`src/rtl/pipe_pkg.sv`:
```
// Shared defaults and types for the pipeline issue/collect block.
package pipe_pkg;

  localparam int unsigned DEF_W     = 10;
  localparam int unsigned DEF_LAT   = 2;
  localparam int unsigned DEF_DEPTH = 4;
  localparam int unsigned DEF_CW    = $clog2(DEF_DEPTH + 1);

  // One operand set as presented to the arithmetic pipeline.
  typedef struct packed {
    logic [DEF_W-1:0] a;
    logic [DEF_W-1:0] b;
    logic [DEF_W-1:0] c;
    logic [DEF_W-1:0] d;
  } opset_t;

  // Width needed to hold an occupancy count of 0..depth.
  function automatic int unsigned cnt_width(input int unsigned depth);
    return $clog2(depth + 1);
  endfunction

endpackage

```
`src/rtl/sync_fifo_fwft.sv`:
```
// Synchronous first-word-fall-through FIFO; depth need not be a power of two.
module sync_fifo_fwft
  import pipe_pkg::*;
#(
  parameter  int unsigned W     = DEF_W,
  parameter  int unsigned DEPTH = DEF_DEPTH,
  localparam int unsigned CW    = cnt_width(DEPTH)
) (
  input  logic          clk,
  input  logic          rst,
  input  logic          push,
  input  logic [W-1:0]  din,
  input  logic          pop,
  output logic [W-1:0]  dout,
  output logic          empty,
  output logic          full,
  output logic [CW-1:0] count
);

  localparam int unsigned PW = (DEPTH > 1) ? $clog2(DEPTH) : 1;

  logic [W-1:0]  r_mem [DEPTH];
  logic [PW-1:0] r_wptr;
  logic [PW-1:0] r_rptr;
  logic [CW-1:0] r_count;
  logic          w_push;
  logic          w_pop;

  // Pointer increment with explicit wrap at DEPTH.
  function automatic logic [PW-1:0] next_ptr(input logic [PW-1:0] p);
    return (p == PW'(DEPTH - 1)) ? '0 : p + PW'(1);
  endfunction

  assign w_push = push && !full;
  assign w_pop  = pop && !empty;

  // Pointer and occupancy update.
  always_ff @(posedge clk) begin
    if (rst) begin
      r_wptr  <= '0;
      r_rptr  <= '0;
      r_count <= '0;
    end else begin
      if (w_push) r_wptr <= next_ptr(r_wptr);
      if (w_pop)  r_rptr <= next_ptr(r_rptr);
      case ({w_push, w_pop})
        2'b10:   r_count <= r_count + CW'(1);
        2'b01:   r_count <= r_count - CW'(1);
        default: r_count <= r_count;
      endcase
    end
  end

  // Storage write; contents are don't-care while the slot is unoccupied.
  always_ff @(posedge clk) begin
    if (w_push) r_mem[r_wptr] <= din;
  end

  assign empty = (r_count == '0);
  assign full  = (r_count == CW'(DEPTH));
  assign count = r_count;
  assign dout  = empty ? '0 : r_mem[r_rptr];

endmodule

```
`src/rtl/pipe_issue_collect.sv`:
```
// Issues operand sets into a fixed-latency pipeline and collects results in order,
// reserving a FIFO slot per issued op so no result is ever dropped.
module pipe_issue_collect
  import pipe_pkg::*;
#(
  parameter int unsigned W     = DEF_W,
  parameter int unsigned LAT   = DEF_LAT,
  parameter int unsigned DEPTH = DEF_DEPTH
) (
  input  logic         clk,
  input  logic         rst,
  input  logic         in_valid,
  output logic         in_ready,
  input  logic [W-1:0] in_a,
  input  logic [W-1:0] in_b,
  input  logic [W-1:0] in_c,
  input  logic [W-1:0] in_d,
  output logic [W-1:0] pa,
  output logic [W-1:0] pb,
  output logic [W-1:0] pc,
  output logic [W-1:0] pd,
  input  logic [W-1:0] pf,
  output logic         out_valid,
  input  logic         out_ready,
  output logic [W-1:0] out_f,
  output logic         busy
);

  localparam int unsigned CW = cnt_width(DEPTH);

  logic [LAT:0]  r_vsr;
  logic [W-1:0]  r_pa;
  logic [W-1:0]  r_pb;
  logic [W-1:0]  r_pc;
  logic [W-1:0]  r_pd;
  logic          w_issue;
  logic          w_pop;
  logic          w_empty;
  logic          w_full;
  logic [CW-1:0] w_count;
  logic [W-1:0]  w_dout;
  logic [31:0]   w_inflight;
  logic          w_credit_ok;

  // Occupancy = buffered results plus ops still travelling down the pipeline.
  always_comb begin
    w_inflight = '0;
    for (int i = 0; i <= int'(LAT); i++) begin
      w_inflight = w_inflight + 32'(r_vsr[i]);
    end
    w_credit_ok = !w_full && ((32'(w_count) + w_inflight) < 32'(DEPTH));
  end

  assign in_ready = !rst && w_credit_ok;
  assign w_issue  = in_valid && in_ready;
  assign w_pop    = !w_empty && out_ready;

  // Operand registers feeding the pipeline; hold when nothing is issued.
  always_ff @(posedge clk) begin
    if (rst) begin
      r_pa <= '0;
      r_pb <= '0;
      r_pc <= '0;
      r_pd <= '0;
    end else if (w_issue) begin
      r_pa <= in_a;
      r_pb <= in_b;
      r_pc <= in_c;
      r_pd <= in_d;
    end
  end

  // Valid shift register mirroring ops through the pipeline stages.
  if (LAT == 0) begin : g_vsr_lat0
    always_ff @(posedge clk) begin
      if (rst) r_vsr <= '0;
      else     r_vsr <= w_issue;
    end
  end else begin : g_vsr_latn
    always_ff @(posedge clk) begin
      if (rst) r_vsr <= '0;
      else     r_vsr <= {r_vsr[LAT-1:0], w_issue};
    end
  end

  sync_fifo_fwft #(
    .W     (W),
    .DEPTH (DEPTH)
  ) u_fifo (
    .clk   (clk),
    .rst   (rst),
    .push  (r_vsr[LAT]),
    .din   (pf),
    .pop   (w_pop),
    .dout  (w_dout),
    .empty (w_empty),
    .full  (w_full),
    .count (w_count)
  );

  assign pa        = r_pa;
  assign pb        = r_pb;
  assign pc        = r_pc;
  assign pd        = r_pd;
  assign out_valid = !w_empty;
  assign out_f     = w_dout;
  assign busy      = (|r_vsr) || !w_empty;

endmodule

```
`config.mk`:
```
export PLATFORM = sky130hd
export DESIGN_NAME = pipe_issue_collect
export DESIGN_NICKNAME = d
export VERILOG_FILES = /design/src/rtl/pipe_pkg.sv /design/src/rtl/sync_fifo_fwft.sv /design/src/rtl/pipe_issue_collect.sv
export SDC_FILE = /design/constraint.sdc
export NUM_CORES = 1
export LEC_CHECK = 0
export ABC_AREA = 1
export BUFFER_PORTS_ARGS = -buffer_cell sky130_fd_sc_hd__clkbuf_2
export CAP_MARGIN = 20
export CORE_MARGIN = 10
export CORE_UTILIZATION = 25
export CTS_CLUSTER_SIZE = 16
export DETAILED_ROUTE_END_ITERATION = 16
export PLACE_DENSITY_LB_ADDON = 0.08
export SLEW_MARGIN = 20
export SYNTH_ARGS = -nofsm -noshare
export SYNTH_HDL_FRONTEND = slang
export SYNTH_HIERARCHICAL = 1
export SYNTH_SLANG_ARGS = --single-unit
```
`constraint.sdc`:
```
create_clock -name clk -period 3.2 [get_ports clk]
set_input_delay 0.32 -clock clk [delete_from_list [all_inputs] [get_ports clk]]
set_output_delay 0.32 -clock clk [all_outputs]
set_load 0.05 [all_outputs]
```
==> impl_metrics.ini <==
[power]
leakage_nw = 2.84
irDropWorstVdd_mv = 0.250
power_per_cell_area_mw_per_mm2 = 522

[placement]
dp.final_hpwl_mm = 8.24
globalplace.congestion = 0.728
place_ws_ns = 0.596
port_buffers = 106

[timing]
hold_viol = 0
timing.fmax_ghz = 0.389
final.setup.tns_ns = 0
fin_ws_ns = 0.629
finalCriticalPeriod_ns = 2.57
slew_viol_final = 0
fin_skew_ns = 0.00786
rsz0062_at_grt = false
worst_pin_slew_ns = 0.736
period_share_pct = 80.3
slew_headroom_pct = 50.9
finalSetupViolCount = 0

[die]
rows = 48
die_x_um = 154
ios = 107
core-area_mm2 = 0.0174
fp.dieH_um = 154
dieArea_mm2 = 0.0236
start_util_pct = 25.7

[critical_path]
crit_top_cell = inv_1
critPathSlowestCell = nand4_4
worst-path-stages = 9
cp.required_ns = 3.48
start_kind = register
arrival_ns = 2.85
path_cells = inv_1, fa_1, inv_1, ha_1, nand3_2, nand4_4, nand2_1, inv_1, nor2_1
worstSetupPathType = register to register
max_stage_delay_ns = 0.66
reg2reg_from = r_vsr[0]$_SDFF_PP0_
end_kind = register
cp_top_family = simple AND/OR/NAND/NOR gates
worstPathMaxFanout = 41
worst-r2r-setup-slack_ns = 0.63
rr_worst_depth = 9
critPathBufInv = 3
rr_endpoint = pb[2]$_SDFFE_PP0P_

[worst_hold_path]
min-delay-path-class = primary input to register
hold_path_depth = 1
min_to = u_fifo/r_mem[1][8]$_DFFE_PP_
hold_start = pf[8]

[cells_and_area]
synthToLayoutAreaGrowth_pct = 22.8
antenna_cells = 0
final_common_cell = inv_1
fin_util_pct = 31.5
drive_gt1_share_pct = 23.9
nNetsFinal = 736
mostFrequentLayoutCells = 149 x inv_1, 126 x nand2_1, 106 x clkbuf_2, 75 x nor2_1, 52 x dfxtp_1

[logic_synthesis]
synth_fa_ha_area_share_pct = 3.13
synth_cells = 573
synth_top_family_by_area = simple AND/OR/NAND/NOR gates
synth_compound_area_share_pct = 3.86
syn_area_per_cell_um2 = 7.80
netlist_top_cells_area = edfxtp_1 27%, dfxtp_1 23%, inv_1 13%
synth_mux_area_share_pct = 0
syn-num-nets = 637
synth_area_leader_cell = edfxtp_1
netlist_area_mm2 = 0.00447
synth_top_cell_area_share_pct = 26.9
yosysUniqueCellTypes = 26
ys_warn_count = 6
yosysSeqAreaShare_pct = 50.1
synthXorXnorAreaFrac_pct = 0
ys_ff_latch = 92
synth-simple-area-share_pct = 26.0

[job]
cap_violations = 0

[clock_tree]
htreeDepth = 3
cts.path.max_buffers = 2
insertion_delay_ns = 0.35
cts-hold-fix-buffers = 0
cts_root_buffer = clkbuf_16
clkTransAtPathRegs_ns = 0.07
cts_sinks = 92
cts_resized = 0
cts_buffers = 9
cts_tree = built
post-cts-setup-buffers = 0

[route]
drc = 0
via_count = 3587
wl_mm = 11.7
drtIter0Drc = 142
drtAntennaViolNets = 0
firstDrtPassIters = 6
vias_per_cell = 3.98
post_drt_wl_per_cell_um = 12.9

[global_route]
grt_max_degree = 42
grt_pass1_wl_mm = 18.9
grt_pass1_vias = 3591
grt-ovfl-total = 0
antenna_found_initial = 0
grtUsageTotal_pct = 9.98

[run_status]
status = completed
## kinds of logic after synthesis
logic type | count (synthesis)
flip-flops | 92
AO/OA/AOI/OAI | 27
buffers and inverters | 181
AND/OR/NAND/NOR | 263
adder cells (fa/ha/maj) | 10
## layer usage
metal | global-route usage, % | part of all wire (%) | wire length, um | up-vias
met5 | 0 | 0 | 0 | -
met4 | 4.05 | 1.6 | 184 | 0
met3 | 3.57 | 6.3 | 735 | 12
met2 | 15.8 | 45 | 5300 | 86
met1 | 12.0 | 47 | 5460 | 1574
li1 | - | - | - | 1915
## power breakdown
| group | total [W] | internal [W] | switching [W] | leakage [nW] |
|---|---|---|---|---|
| sequential | 0.00129 | 0.00127 | 0.0000250 | 0.788 |
| clock | 0.00113 | 0.000627 | 0.000501 | 0.152 |
| combinational | 0.000447 | 0.000120 | 0.000327 | 1.90 |
## synth_stat cells
cell type / n
dfxtp_1: 52
buf_2: 6
nand4_1: 41
nand4_4: 1
nand3b_1: 3
nor2_1: 75
nand3_2: 1
o21ai_0: 2
fa_1: 2
clkbuf_2: 1
buf_1: 10
a21oi_1: 5
nor2_2: 3
inv_2: 4
clkbuf_1: 1
buf_4: 3
buf_6: 6
nand2_2: 11
nand2_1: 126
o21ai_1: 10
edfxtp_1: 40
ha_1: 8
nand3_1: 2
a21oi_2: 10
inv_1: 149
clkbuf_8: 1
## registers in the layout (all words and copies together) (netlist names), named ones only
signal,flops
pa,10
pb,10
pc,10
pd,10
r_vsr,3
u_fifo/count,3
u_fifo/r_mem,40
u_fifo/r_rptr,2
u_fifo/r_wptr,2
## how the worst max path moves through the flow
| stage | from | end |
|---|---|---|
| final | r_vsr[0]$_SDFF_PP0_ | pb[2]$_SDFFE_PP0P_ |
| after global routing | r_vsr[0]$_SDFF_PP0_ | pb[2]$_SDFFE_PP0P_ |
| after CTS | r_vsr[0]$_SDFF_PP0_ | pb[2]$_SDFFE_PP0P_ |
| after detailed placement | r_vsr[0]$_SDFF_PP0_ | pb[2]$_SDFFE_PP0P_ |
| after global placement | r_vsr[0]$_SDFF_PP0_ | pb[4]$_SDFFE_PP0P_ |
| after floorplan | r_vsr[0]$_SDFF_PP0_ | in_ready |
## stage by stage
step / std cells / total power, W / area, um^2 / hold WS [ns]
final: 902 / 0.00287 / 5490 / 0.183
after global routing: 902 / 0.00302 / 5490 / 0.167
after CTS: 902 / 0.00292 / 5490 / 0.171
after detailed placement: 886 / 0.00177 / 5180 / 0.484
after global placement: 886 / 0.00177 / 5180 / 0.475
after floorplan: 573 / 0.00165 / 4470 / 0.392
## final cells by class
type                            instances  area, um^2
Clock buffer                            9         225
Clock inverter                          7        88.8
Fill cell                            1935       11900
Inverter                              153         574
Multi-Input combinational cell        300        1480
Sequential cell                        92        2240
Tap cell                              225         282
Timing Repair Buffer                  116         606
Power figures use the tool's default switching activity.
